**src/rtl/wishbone_pipelined_initiator.sv**
```systemverilog
// Wishbone B4 pipelined initiator: accepts commands, issues strobes, tracks
// outstanding requests, returns one response per termination, aborts on timeout.
module wishbone_pipelined_initiator #(
  parameter int AddressWidth   = 16,
  parameter int DataWidth      = 8,
  parameter int Granularity    = 8,
  parameter int MaxOutstanding = 4,
  parameter int TimeoutCycles  = 255
) (
  input  logic                                  CLK,
  input  logic                                  RST,
  input  logic                                  CmdValid,
  output logic                                  CmdReady,
  input  logic                                  CmdWrite,
  input  logic [AddressWidth-1:0]               CmdAddr,
  input  logic [DataWidth-1:0]                  CmdData,
  input  logic [DataWidth/Granularity-1:0]      CmdSel,
  output logic                                  RspValid,
  output logic [DataWidth-1:0]                  RspData,
  output logic                                  RspError,
  output logic                                  RspRetry,
  output logic                                  CYC,
  output logic                                  STB,
  output logic                                  WE,
  output logic [AddressWidth-1:0]               ADDR,
  output logic [DataWidth/Granularity-1:0]      SEL,
  output logic [DataWidth-1:0]                  DAT_ToTarget,
  input  logic [DataWidth-1:0]                  DAT_ToInitiator,
  input  logic                                  ACK,
  input  logic                                  ERR,
  input  logic                                  RTY,
  input  logic                                  STALL
);

  localparam int SELWidth = DataWidth / Granularity;
  localparam int CntW     = $clog2(MaxOutstanding + 1);
  localparam int TmoW     = $clog2(TimeoutCycles + 1);
  localparam logic [CntW:0]   MaxOut  = (CntW+1)'(MaxOutstanding);
  localparam logic [TmoW-1:0] TmoLast = TmoW'(TimeoutCycles - 1);

  typedef enum logic [1:0] {IDLE, ACTIVE, ABORT} state_t;

  state_t          state;
  logic [CntW-1:0] outstanding;
  logic [TmoW-1:0] tmo;

  logic            issue;
  logic            term;
  logic            accept;
  logic            tmo_expire;
  logic            stb_next;
  logic [CntW:0]   load;
  logic [CntW-1:0] out_next;

  assign issue  = STB & ~STALL;
  assign term   = (state == ACTIVE) & CYC & (ACK | ERR | RTY) & (outstanding != '0);
  assign load   = {1'b0, outstanding} + (CntW+1)'(issue);

  // Expiry fires on the edge where the idle count would reach TimeoutCycles.
  assign tmo_expire = (state == ACTIVE) & ~term & (outstanding != '0) & (tmo == TmoLast);

  assign CmdReady = ~RST & (state != ABORT) & (~STB | ~STALL) & ~tmo_expire & (load < MaxOut);
  assign accept   = CmdValid & CmdReady;
  assign stb_next = accept | (STB & STALL);

  always_comb begin
    out_next = outstanding;
    case ({issue, term})
      2'b10:   out_next = outstanding + CntW'(1);
      2'b01:   out_next = outstanding - CntW'(1);
      default: out_next = outstanding;
    endcase
  end

  always_ff @(posedge CLK or posedge RST) begin
    if (RST) begin
      state        <= IDLE;
      outstanding  <= '0;
      tmo          <= '0;
      CYC          <= 1'b0;
      STB          <= 1'b0;
      WE           <= 1'b0;
      ADDR         <= '0;
      SEL          <= '0;
      DAT_ToTarget <= '0;
      RspValid     <= 1'b0;
      RspData      <= '0;
      RspError     <= 1'b0;
      RspRetry     <= 1'b0;
    end else begin
      RspValid <= 1'b0;
      RspError <= 1'b0;
      RspRetry <= 1'b0;

      if (accept) begin
        ADDR         <= CmdAddr;
        WE           <= CmdWrite;
        DAT_ToTarget <= CmdData;
        SEL          <= CmdWrite ? CmdSel : {SELWidth{1'b1}};
      end

      case (state)
        IDLE: begin
          outstanding <= '0;
          tmo         <= '0;
          if (accept) begin
            state <= ACTIVE;
            CYC   <= 1'b1;
            STB   <= 1'b1;
          end
        end

        ACTIVE: begin
          if (term) begin
            RspValid <= 1'b1;
            RspData  <= DAT_ToInitiator;
            RspError <= ERR;
            RspRetry <= RTY & ~ERR;
          end
          if (tmo_expire) begin
            state       <= ABORT;
            CYC         <= 1'b0;
            STB         <= 1'b0;
            outstanding <= '0;
            tmo         <= '0;
            RspValid    <= 1'b1;
            RspError    <= 1'b1;
          end else begin
            outstanding <= out_next;
            STB         <= stb_next;
            tmo         <= (term || outstanding == '0) ? '0 : tmo + TmoW'(1);
            // Error and retry terminations never close the cycle early.
            if (out_next == '0 && !stb_next) begin
              state <= IDLE;
              CYC   <= 1'b0;
            end
          end
        end

        ABORT: begin
          state       <= IDLE;
          outstanding <= '0;
          tmo         <= '0;
          CYC         <= 1'b0;
          STB         <= 1'b0;
        end

        default: begin
          state <= IDLE;
          CYC   <= 1'b0;
          STB   <= 1'b0;
        end
      endcase
    end
  end

endmodule
```
**config.mk**
```make
export PLATFORM = sky130hd
export DESIGN_NAME = wishbone_pipelined_initiator
export DESIGN_NICKNAME = d
export VERILOG_FILES = /design/src/rtl/wishbone_pipelined_initiator.sv
export SDC_FILE = /design/constraint.sdc
export NUM_CORES = 1
export LEC_CHECK = 0
export BUFFER_PORTS_ARGS = -buffer_cell sky130_fd_sc_hd__buf_2
export CORE_UTILIZATION = 45
export DETAILED_ROUTE_END_ITERATION = 16
export GPL_TIMING_DRIVEN = 0
export PLACE_DENSITY = 0.8
export SYNTH_ARGS = -nofsm -noshare
export SYNTH_HDL_FRONTEND = slang
export SYNTH_SLANG_ARGS = --single-unit
```
**constraint.sdc**
```tcl
create_clock -name CLK -period 2.35 [get_ports CLK]
set_clock_uncertainty 0.1 [all_clocks]
set_input_delay 0.235 -clock CLK [delete_from_list [all_inputs] [get_ports CLK]]
set_output_delay 0.235 -clock CLK [all_outputs]
set_load 0.01 [all_outputs]
```
# After elaboration in Yosys (flattened, before gate mapping)
# Cells that the tools add are included.
# word_totals
reg_bits,52
in_bits,41
# classes
add_sub_neg,4
order_cmp,1
n_eq_ne,8
mux,25
bitwise_logic,24
reduce_logical,11
# ops
cell,count
8-bit 2-to-1 mux,2
8-bit one-hot mux with 2 select lines,1
1-bit AND,14
1-bit 2-to-1 mux,13
3-bit one-hot mux with 2 select lines,2
8-bit by 1-bit adder with 8-bit output (second input constant),1
8-bit equality test (second input constant),1
3-bit logical NOT,2
2-bit 2-to-1 mux,3
1-bit inverter,6
3-bit by 1-bit adder with 4-bit output,1
2-bit by 1-bit equality test with 1-bit output (second input constant),2
2-bit equality test (second input constant),2
4-bit by 3-bit < comparator with 1-bit output (second input constant),1
2-bit inequality test (second input constant),2
1-bit bitwise OR,4
1-bit one-hot mux with 2 select lines,2
2-bit one-hot mux with 2 select lines,1
2-bit AND reduction,2
3-bit by 1-bit adder with 3-bit output (second input constant),1
3-bit 2-to-1 mux,1
3-bit by 2-bit inequality test with 1-bit output (second input constant),1
3-bit nonzero test,1
3-bit by 1-bit subtractor with 3-bit output (second input constant),1
6 further kinds,6

# Longest topological paths before layout
# depth
word_depth,18
depth_mapped,10

# Worst setup path before layout
# Ideal clock, no wire load.
# synth_path
path_kind,register to register
from,reg CYC
to,reg CYC
setup_time_ns,0.133
t_arrival_ns,2.273
required_time_ns,2.117
setup_slack_ns,-0.156
stages_incl_launch_ff,11
path_buffers,0
synth_period_minus_slack_ns,2.506
cell_sequence,dfrtp_1 -> and2b_1 -> nand2_1 -> nor2_2 -> ha_1 -> inv_1 -> fa_1 -> xor2_1 -> o21a_1 -> o31ai_1 -> o21ai_0
# synth_via
elab_chain_cells,16
# synth_lines
element,line,source
start: declaration,22,"output logic CYC,"
start signal: assignment,80,CYC <= 1'b0;
start signal: assignment,108,CYC <= 1'b1;
start signal: assignment,122,CYC <= 1'b0;
1-bit AND (*) (3 in series),56,assign term = (state == ACTIVE) & CYC & (ACK | ERR | RTY) & (outstanding != '0);
1-bit inverter,60,assign tmo_expire = (state == ACTIVE) & ~term & (outstanding != '0) & (tmo == TmoLast);
1-bit AND (3 in series),60,
1-bit inverter,62,assign CmdReady = ~RST & (state != ABORT) & (~STB | ~STALL) & ~tmo_expire & (load < MaxOut);
1-bit AND (2 in series),62,
1-bit AND,63,assign accept = CmdValid & CmdReady;
1-bit bitwise OR,64,assign stb_next = accept | (STB & STALL);
1-bit logical NOT,133,if (out_next == '0 && !stb_next) begin
1-bit logical AND,133,
3-bit by 2-bit inequality test with 1-bit output (no line),--,
2-bit AND reduction (no line),--,
# Mark *: on every way between the ends. The rest lies on a longest branch, timed or not.
# A chain may end at the register's enable or synchronous reset.

# Worst setup path in the final report
# layout_path
from,reg outstanding[0]
to,reg CYC
# layout_via
elab_chain_cells,15
# layout_lines
element,line,source
start: declaration,44,logic [CntW-1:0] outstanding;
start signal: assignment,129,outstanding <= out_next;
"parallel branches: the longest is 15 deep, another holds 3-bit by 1-bit adder with 4-bit output",--,
end signal: assignment,135,CYC <= 1'b0;
end signal: assignment,144,CYC <= 1'b0;
end signal: assignment,150,CYC <= 1'b0;
# Several ways; the timed one is not identified.

==> results.yml <==
route:
  drt_first_pass_iters: 4
  detail-route-antenna-nets: 0
  drc_errors: 0
  wire_per_inst_um: 14.91
  detailedRoute.firstIterationViolations: 86
  vias: 1771
  drt_wl_total_um: 5188
  vias_per_cell: 5.089
worst_setup_path:
  setup.reg_to_reg.worst_slack_ns: 0.006
  worst-r2r-cell-count: 10
  setup.worst_path.start_class: "register"
  timing.critical_path.required_ns: 2.49
  r2r-end: "CYC"
  worst-path-max-fanout: 3
  crit_path_arrival_time_ns: 2.48
  worst_r2r_startpoint: "outstanding[0]"
  setup.worst_path.class: "reg -> reg"
  kind_of_end_point_of_the_critical_path: "register"
  critical_path.startpoint: "outstanding[0]"
timing:
  timing_worst_slew_pin_value_ns: 0.5461
  setup_repair_after_global_routing_missed_its_margin: "true"
  setup_viol: 0
  slew_viol_final: 0
  slew-limit-headroom_pct: 63.12
  setup_ws_ns: 0.006221
  final_min_period_over_clock_period_pct: 99.74
  fmax_ghz: 0.4267
  timing_hold_violations_final: 0
  period_minus_slack_ns: 2.344
power_and_ir_drop:
  total_switching_power_uw: 885.6
  switching_share_pct: 30.79
  power_frac_comb_pct: 35.7
  power_density_nw_per_um2: 924.0
  power.share.sequential_pct: 43.8
  fraction_of_power_consumed_by_the_clock_network_pct: 20.6
  internal-power_uw: 1991
  ir_drop_uv: 370.7
  static_leakage_uw: 0.001489
layout:
  multi_input_area_um2: 1047
  final-seq-area_um2: 1280
  layoutNonFillerInstCount: 348
  post_route_cells_drive_above_1_share_pct: 53.96
  layout.nets: 323
  n_antenna_cell: 0
  postLayoutCoreUtil_pct: 60.95
  area_growth_pct: 30.26
  layout.filler_cells: 397
global_routing:
  grt_first_pass_wirelength_um: 7686
  number_of_global_route_vias_before_repair: 1652
  gr-usage-all-layers_pct: 18.66
  gr-total-overflow: 0
  grt_max_degree: 41
  grt_antenna_before_repair: 0
floorplan:
  starting_density_pct: 46.79
  pin_count: 81
  die-height_um: 74.88
  floorplan.core_area_um2: 5107
  fp.dieW_um: 74.88
  die_area_um2: 5606
  floorplan.rows: 26
hold_path:
  hold_path_startpoint: "CmdData[2]"
  hold_depth: 2
  hp-class: "in -> reg"
  min_to: "DAT_ToTarget[2]"
placement:
  gpl.final_weighted_congestion: 0.7721
  dp_slack_ns: -0.2313
  dp.cells: 332
  detailedPlacementHpwl_um: 3637
  port_buffers: 80
cts:
  clk_root_buffer_cell: "clkbuf_8"
  tritoncts_clock_tree: "done"
  max-clock-path-buffers: 2
  htree_levels: 2
  path_clk_slew_ns: 0.09
  cts.sinks: 51
  worst_skew_pair.late_latency_ns: 0.31
  cts_buffers: 5
synthesis:
  number_of_storage_elements_in_the_synthesis_netlist: 51
  yosysUniqueCellTypes: 45
  synthesis.nets: 226
  synth.cell_area_um2: 2390
  synth-warning-count: 0
  synthesis.area_per_instance_um2: 13.20
  seq_area_frac_synth_pct: 53.40
  synthesis.instances: 181
job:
  max-cap-violations: 0
outcome:
  outcome: "complete, no violations"
==> power by group through the flow <==
stage	Clock [µW]	Combinational, µW	Sequential (µW)
global placement	0	937	1250
floorplan	0	473	1390
finish	592	1030	1260
CTS	604	990	1260
detailed placement	0	958	1270
global route	627	1130	1300
==> metrics by stage <==
stage / instance area, µm² / hold WS (ns) / setup TNS (ns) / power (µW)
floorplan: 2411 / 0.2048 / -0.001014 / 1859
global placement: 2899 / 0.3665 / -0.2730 / 2192
detailed placement: 2919 / 0.1272 / -0.3130 / 2233
CTS: 3073 / 0.04835 / 0 / 2851
global route: 3113 / 0.05228 / -0.1198 / 3051
finish: 3113 / 0.05096 / 0 / 2876
==> registers in the layout, indices dropped and copies added (netlist names), 3 cells and up <==
signal and count:
DAT_ToTarget 8, outstanding 3, RspData 8, ADDR 16, tmo 8
==> worst max-delay path by stage <==
| stage | depth (start not counted) | to | slack [ns] |
|---|---|---|---|
| detailed placement | 10 | CYC | -0.23 |
| floorplan | 10 | CYC | -0.001 |
| global placement | 10 | CYC | -0.23 |
| global route | 10 | CYC | -0.08 |
| CTS | 10 | CYC | 0.02 |
| finish | 10 | CYC | 0.006 |
==> kinds of logic (layout without fill, tap and decap cells) <==
kind of cell | count (synthesis) | after routing | share of synthesized area, %
AOI/OAI and AO/OA | 27 | 27 | 8.116
xor gates and xnor gates | 2 | 2 | 0.7331
adders and majority gates | 4 | 4 | 2.409
buffers and inverters | 16 | 113 | 4.241
DFF | 51 | 51 | 53.40
muxes | 35 | 35 | 19.58
and+or+nand+nor | 46 | 46 | 11.52
==> synthesized netlist by cell type, drive strengths merged <==
cell	n	area share, %
nor2	4	0.73
o211a	1	0.42
o21bai	3	0.94
nor4	2	0.52
and2b	1	0.31
a2111oi	1	1.2
a21o	1	0.31
o22ai	1	0.26
and2	3	0.79
mux2i	1	0.42
o21a	1	0.31
nand4	2	0.52
nor2b	2	0.52
inv	10	1.6
a41oi	1	0.37
mux2	34	19
clkbuf	2	0.31
nor3	3	1.1
and4	1	0.37
o21ai	8	1.7
a31oi	4	1.0
nor3b	2	0.63
and3b	1	0.37
o31ai	1	0.31
or3	2	0.73
o211ai	1	0.31
a21oi	3	0.63
fa	1	0.84
nand2b	4	1.0
buf	4	2.4
xor2	2	0.73
nand3	7	1.7
and3	2	0.52
nand2	10	1.7
a31o	1	0.37
ha	3	1.6
dfrtp	51	53
==> repair_timing <==
| action | 4_1_cts | 5_1_grt |
|---|---|---|
| gates resized for setup | 4 | 3 |
| endpoints found under the hold margin | 11 | 0 |
| setup buffers | 4 | 4 |
| pin swaps | 1 | 2 |
| hold buffers | 1 | 0 |
| setup endpoints to repair | 2 | 2 |
==> cell type report <==
type	instances	area share (%)
buffer	6	2.050
clock buffer	5	2.211
clock inverter	2	1.206
inverter	10	1.206
multi-input combinational	114	33.64
sequential	51	41.12
tap	70	2.814
timing repair buffer	90	15.76
==> critical path: stages (launching register included) <==
cell and delay (ns):
dfrtp_2 0.43, or3_4 0.43, nand2_4 0.12, nor2_4 0.05, ha_4 0.17, inv_1 0.06, fa_1 0.42, and3b_1 0.20
o21ai_2 0.12, o31ai_2 0.06, o21ai_1 0.11
==> layout by cell type (no fill, tap or decap), types with 3 or more instances in the layout <==
cell type  Yosys  routed
mux2_2        14      14
a31oi_1        4       4
nor2_1         3       3
buf_4          0       8
clkbuf_8       0       5
dfrtp_2        0       3
buf_2          1      81
nand2_1        9       8
o21ai_0        8       6
nand2b_1       4       4
mux2_4        20      20
nand3_1        6       6
a21oi_1        3       3
dfrtp_1       51      48
o21bai_1       3       3
inv_1         10       9
buf_12         2       3
and2_1         3       3
==> per-layer routing <==
metal	part of all wire, %	global-route usage [%]
met1	43	23.00
met4	3.4	12.37
met5	0	0
met3	8.5	5.355
met2	46	28.63
(Power assumes the default switching activity.)
